[src/rtl/program_loader_pkg.sv]
// program_loader_pkg: state encodings and framing constants shared by the program loader.
package program_loader_pkg;

    localparam logic [2:0] IDLE   = 3'd0;
    localparam logic [2:0] LEN_HI = 3'd1;
    localparam logic [2:0] LEN_LO = 3'd2;
    localparam logic [2:0] DATA   = 3'd3;
    localparam logic [2:0] CHECK  = 3'd4;
    localparam logic [2:0] DONE   = 3'd5;
    localparam logic [2:0] ERROR  = 3'd6;

    localparam int HEADER_BYTES   = 2;
    localparam int BYTES_PER_WORD = 4;

endpackage

[src/rtl/program_loader_word_assembler.sv]
// word_assembler: packs MSB-first bytes into 32-bit words.
// o_word_ready pulses alongside the final byte of each word.
module word_assembler
    import program_loader_pkg::*;
(
    input  logic        clk,
    input  logic        reset,
    input  logic        i_clear,
    input  logic        i_valid,
    input  logic [7:0]  i_byte,
    output logic [31:0] o_word,
    output logic        o_word_ready
);

    logic [23:0] r_shift;
    logic [1:0]  r_index;

    assign o_word       = {r_shift, i_byte};
    assign o_word_ready = i_valid && (r_index == 2'(BYTES_PER_WORD - 1));

    always_ff @(posedge clk or posedge reset) begin
        if (reset) begin
            r_shift <= '0;
            r_index <= '0;
        end else if (i_clear) begin
            r_index <= '0;
        end else if (i_valid) begin
            r_shift <= {r_shift[15:0], i_byte};
            r_index <= r_index + 2'd1;
        end
    end

endmodule

[src/rtl/program_loader.sv]
// program_loader: boot loader that writes a length-prefixed byte image into program memory, then releases the core.
// Define PROGRAM_LOADER_CHECKSUM_EN to require a trailing XOR checksum byte.
module program_loader
    import program_loader_pkg::*;
#(
    parameter int MEMORY_DEPTH = 64,
    parameter int ADDR_WIDTH   = $clog2(MEMORY_DEPTH)
) (
    input  logic                  clk,
    input  logic                  reset,
    input  logic                  load_start_i,
    input  logic                  byte_valid_i,
    input  logic [7:0]            byte_data_i,
    output logic                  byte_ready_o,
    output logic                  mem_write_o,
    output logic [ADDR_WIDTH-1:0] mem_address_o,
    output logic [31:0]           mem_data_o,
    output logic                  core_reset_o,
    output logic                  busy_o,
    output logic                  done_o,
    output logic                  error_o,
    output logic [15:0]           word_count_o
);

    localparam logic [15:0] DEPTH_W = 16'(MEMORY_DEPTH);

    logic [2:0]            r_state;
    logic [7:0]            r_len_hi;
    logic [15:0]           r_count;
    logic [15:0]           r_widx;
    logic                  r_mem_write;
    logic [ADDR_WIDTH-1:0] r_mem_addr;
    logic [31:0]           r_mem_data;
    logic                  r_done;
    logic                  r_core_reset;

    logic        w_start;
    logic        w_accept;
    logic        w_data_acc;
    logic        w_last;
    logic        w_word_ready;
    logic        w_sum_ok;
    logic [15:0] w_len;
    logic [31:0] w_word;

    assign byte_ready_o  = r_state inside {LEN_HI, LEN_LO, DATA, CHECK};
    assign busy_o        = byte_ready_o;
    assign error_o       = r_state == ERROR;
    assign done_o        = r_done;
    assign core_reset_o  = r_core_reset;
    assign mem_write_o   = r_mem_write;
    assign mem_address_o = r_mem_addr;
    assign mem_data_o    = r_mem_data;
    assign word_count_o  = r_count;

    assign w_start    = load_start_i && (r_state inside {IDLE, DONE, ERROR});
    assign w_accept   = byte_valid_i && byte_ready_o;
    assign w_data_acc = w_accept && (r_state == DATA);
    assign w_len      = {r_len_hi, byte_data_i};
    assign w_last     = r_widx == r_count - 16'd1;

`ifdef PROGRAM_LOADER_CHECKSUM_EN
    localparam logic [2:0] END_STATE = CHECK;
    logic [7:0] r_xor;
    always_ff @(posedge clk or posedge reset) begin
        if (reset)
            r_xor <= '0;
        else if (w_start)
            r_xor <= '0;
        else if (w_data_acc)
            r_xor <= r_xor ^ byte_data_i;
    end
    assign w_sum_ok = r_xor == byte_data_i;
`else
    localparam logic [2:0] END_STATE = DONE;
    assign w_sum_ok = 1'b1;
`endif

    word_assembler u_asm (
        .clk          (clk),
        .reset        (reset),
        .i_clear      (w_start),
        .i_valid      (w_data_acc),
        .i_byte       (byte_data_i),
        .o_word       (w_word),
        .o_word_ready (w_word_ready)
    );

    // The core is released one cycle after DONE is entered, i.e. after the final write strobe.
    always_ff @(posedge clk or posedge reset) begin
        if (reset) begin
            r_state      <= IDLE;
            r_len_hi     <= '0;
            r_count      <= '0;
            r_widx       <= '0;
            r_mem_write  <= 1'b0;
            r_mem_addr   <= '0;
            r_mem_data   <= '0;
            r_done       <= 1'b0;
            r_core_reset <= 1'b1;
        end else begin
            r_mem_write <= 1'b0;
            if (w_start) begin
                r_state      <= LEN_HI;
                r_widx       <= '0;
                r_done       <= 1'b0;
                r_core_reset <= 1'b1;
            end else if (r_state == DONE) begin
                r_done       <= 1'b1;
                r_core_reset <= 1'b0;
            end else if (w_accept) begin
                case (r_state)
                    LEN_HI: begin
                        r_len_hi <= byte_data_i;
                        r_state  <= LEN_LO;
                    end
                    LEN_LO: begin
                        r_count <= w_len;
                        r_state <= (w_len == 16'd0) ? END_STATE : (w_len > DEPTH_W) ? ERROR : DATA;
                    end
                    DATA: if (w_word_ready) begin
                        r_mem_write <= 1'b1;
                        r_mem_data  <= w_word;
                        r_mem_addr  <= r_widx[ADDR_WIDTH-1:0];
                        r_widx      <= r_widx + 16'd1;
                        if (w_last)
                            r_state <= END_STATE;
                    end
                    CHECK: r_state <= w_sum_ok ? DONE : ERROR;
                    default: ;
                endcase
            end
        end
    end

endmodule

[config.mk]
export PLATFORM = sky130hd
export DESIGN_NAME = program_loader
export DESIGN_NICKNAME = d
export VERILOG_FILES = /design/src/rtl/program_loader_pkg.sv /design/src/rtl/program_loader_word_assembler.sv /design/src/rtl/program_loader.sv
export SDC_FILE = /design/constraint.sdc
export NUM_CORES = 1
export LEC_CHECK = 0
export CELL_PAD_IN_SITES_DETAIL_PLACEMENT = 2
export CELL_PAD_IN_SITES_GLOBAL_PLACEMENT = 2
export CORE_MARGIN = 4
export CORE_UTILIZATION = 34
export DETAILED_ROUTE_END_ITERATION = 10
export GPL_TIMING_DRIVEN = 0
export PLACE_DENSITY_LB_ADDON = 0.1
export SYNTH_ARGS = -nofsm -noshare
export SYNTH_HDL_FRONTEND = slang
export SYNTH_SLANG_ARGS = --single-unit
[constraint.sdc]
create_clock -name clk -period 5 [get_ports clk]
set_clock_uncertainty 0.05 [all_clocks]
set_input_delay 1.5 -clock clk [delete_from_list [all_inputs] [get_ports clk]]
set_output_delay 1.5 -clock clk [all_outputs]
set_load 0.03 [all_outputs]
==> metrics.md <==
| Metric | Value |
|---|---|
| Outcome | finished, final reports clean |
| Total clock buffers created by CTS | 9 |
| Top_reg_cell synth | dfrtp_1 |
| DP HPWL | 11.84 mm |
| Max cap viols | 0 |
| Total gr overflow | 0 |
| Slew Viols, Final | 0 |
| Worst hold slack | 0.4283 ns |
| Final min period | 3.773 ns |
| Setup bufs post-CTS | 0 |
| Place WS | 0.8026 ns |
| DIE WIDTH | 131.6 um |
| Synthesis-to-finish area growth | 24.49% |
| Layout cell share with drive strength beyond 1 | 9.274% |
| Core area | 0.01475 sq mm |
| Vias in the first global route | 5013 |
| Worst setup SP type | register |
| Largest net degree at the start of global routing | 66 |
| Endpoints failing setup | 0 |
| Power Dens Cells | 621.1 mW/mm^2 |
| Total wire length | 16.52 mm |
| Iter 0 DRT Violations | 198 |
| Rel. slew slack | 29.15% |
| Syn nets | 575 |
| CTS sink count | 110 |
| Final ANT Viol Nets | 0 |
| Clock Tree Buf Depth | 2 |
| Initial Util | 35.18% |
| IO Port Bufs | 70 |
| CP Capture Type | primary output |
| Hold Fails Final Rpt | 0 |
| NumNets Final | 657 |
| Worst EP arrival | 2.22 ns |
| CTS H-Tree Depth | 3 |
| Worst path slowest cell | clkdlybuf4s50_1 |
| Flops & latches, synth | 110 |
| Vias | 4401 |
| Worst-Skew Late Latency | 0.35 ns |
| Post-CTS sizing | 0 |
| Setup CP Type | reg2out |
| EDFF count, synth | 0 |
| CP bufs+invs | 3 |
| Avg Cell Area, Syn | 9.268 sq um |
| Clock root cell | clkbuf_16 |
| CTS tree | done |
| Distinct cells, synth | 57 |
| DRC viols | 0 |
| Cells after synthesis | 560 |
| Largest stage delay, worst path | 0.66 ns |
| Cell Area, Synth | 0.005190 sq mm |
| Tcrit/Tclk final | 75.46% |
| Achievable Freq | 265.0 MHz |
| DRT Pass-1 Iters | 4 |
| # hold bufs at CTS | 0 |
| GR Util All Layers | 19.82% |
| Worst-margin pin slew | 1.048 ns |
| Worst endpoint required time | 3.45 ns |
| Initial antenna violation count | 0 |
| Die area | 0.01731 sq mm |
| Unrepaired setup endpoints after global routing | no |
| Final core utilization | 43.79% |
| Hold Path Class | reg2reg |
| Per-cell routed wire length | 19.88 um |
| Setup slack after layout | 1.227 ns |
| Commonest non-fill, non-tap cell in the layout | nand2_1 |
| CP delay by family, top | buffers and inverters |
| Antenna Cells | 0 |
| Cell Chain, Critical Path | clkbuf_1 > nor2_1 > xnor2_1 > buf_4 > clkdlybuf4s50_1 |
| Static Leakage | 3.068 nW |
| IO Pins | 72 |
| Yosys Warn Count | 0 |
| Ys async rst share | 100.0% |
| Most frequent cells in the layout | 213 x nand2_1, 109 x dfrtp_1, 70 x clkdlybuf4s50_1, 25 x nor2_1, 23 x mux2_2 |
| Clock slew at reported path FFs | 0.07 ns |
| Vias per cell | 5.296 |
| Site row count | 44 |
| Sequential-to-total area share from yosys stat | 53.06% |
| Final Power | 4.013 mW |
| Max FO, Critical Path | 10 |
| First-pass GRT wire length | 27.83 mm |
| Die height | 131.6 um |
| Gp weighted congestion | 0.7953 |
| Maximum VDD drop | 0.0002483 V |
metrics by stage:
stage               cell area [sq um]  TNS, ns  instances
floorplan                        5190        0        560
global placement                 6121  -128.33        814
detailed placement               6151        0        815
CTS                              6461        0        831
global route                     6461        0        831
finish                           6461        0        831
per-layer routing:
| metal | vias to the layer above | part of all wire [%] | GRT usage, % |
|---|---|---|---|
| met2 | 63 | 49 | 33.58 |
| li1 | 2041 | - | - |
| met4 | 0 | 1.2 | 5.251 |
| met1 | 2282 | 46 | 26.37 |
| met5 | - | 0 | 0 |
| met3 | 15 | 3.1 | 3.440 |
cell usage after synthesis (2+ instances only):
cell type  count  area (sq um)
a2111o_1       2         22.52
a2111oi_0      5         43.79
a211o_2        2         20.02
a211oi_1       2         15.01
a21oi_1       14         70.07
a31o_2         2         17.52
a31oi_1        3         18.77
a41o_1         2         20.02
and2_1         2         12.51
and3_1         3         18.77
buf_2          2         10.01
clkbuf_1      20         75.07
dfrtp_1      109          2728
ha_1           3         37.54
inv_1          8         30.03
mux2_2        23         259.0
nand2_1      213         799.5
nand2b_1       2         12.51
nand3_1        6         30.03
nand4_1        4         25.02
nand4b_1       2         17.52
nor2_1        25         93.84
nor2b_1        3         18.77
nor3_1        12         60.06
nor3b_1        4         30.03
nor4_1         6         37.54
nor4b_1        2         17.52
o21ai_0       16         80.08
o32ai_1        2         17.52
or2_2          5         31.28
or3_1          4         25.02
xnor2_1       11         96.34
xor2_1        17         148.9
final timing paths:
check                                                   start                    endpoint  slack, ns  depth (start not counted)
worst max-delay path                   r_state[1]$_DFFE_PP0P_                byte_ready_o       1.23                          5
worst min-delay path            u_asm.r_shift[19]$_DFFE_PP0P_  mem_data_o[27]$_DFFE_PP0P_       0.43                          2
worst max register to register    word_count_o[0]$_DFFE_PP0P_      r_state[1]$_DFFE_PP0P_       1.75                          8
worst min register to register  u_asm.r_shift[19]$_DFFE_PP0P_  mem_data_o[27]$_DFFE_PP0P_       0.43                          2
max in group asynchronous                               reset   mem_data_o[6]$_DFFE_PP0P_       2.61                          3
min in group asynchronous                               reset  mem_data_o[31]$_DFFE_PP0P_       1.54                          2
state kept, by name (all words and copies together), names as in the netlist:
name           cells
r_state            3
done_o             1
mem_data_o        32
u_asm.r_shift     24
r_len_hi           8
u_asm.r_index      2
mem_address_o      6
r_widx            16
mem_write_o        1
word_count_o      16
core_reset_o       1
report_power, final:
part	internal [mW]	total (mW)	switching (mW)
Clock	0.420	0.760	0.340
Combinational	0.696	1.69	0.996
Sequential	1.21	1.56	0.353
Total	2.32	4.01	1.69
cells by family after synthesis:
| group | count (synthesis) | synth area share, % |
|---|---|---|
| AOI/OAI and AO/OA | 58 | 7.715 |
| xor gates and xnor gates | 29 | 5.159 |
| adders and majority gates | 3 | 0.7233 |
| buffers and inverters | 35 | 2.796 |
| DFF | 110 | 53.06 |
| muxes | 24 | 5.183 |
| and+or+nand+nor | 301 | 25.36 |
worst register-to-register path, cell delays in order (launching register included):
cell	delay (ns)
dfrtp_1	0.48
inv_1	0.14
ha_1	0.24
nor4b_1	0.87
nand2_1	0.16
a2111oi_0	0.38
o32ai_1	0.15
nor4_2	0.43
o21ai_0	0.20
final cells by class:
type | count | area, sq um
buffer | 25 | 107.6
multi-input combinational | 415 | 2291
inverter | 10 | 40.04
clock inverter | 4 | 53.80
tap | 184 | 230.2
timing repair buffer | 71 | 728.2
clock buffer | 12 | 256.5
sequential | 110 | 2754
fill | 1621 | 8293
Note: power is estimated with default switching activity, not from simulation.
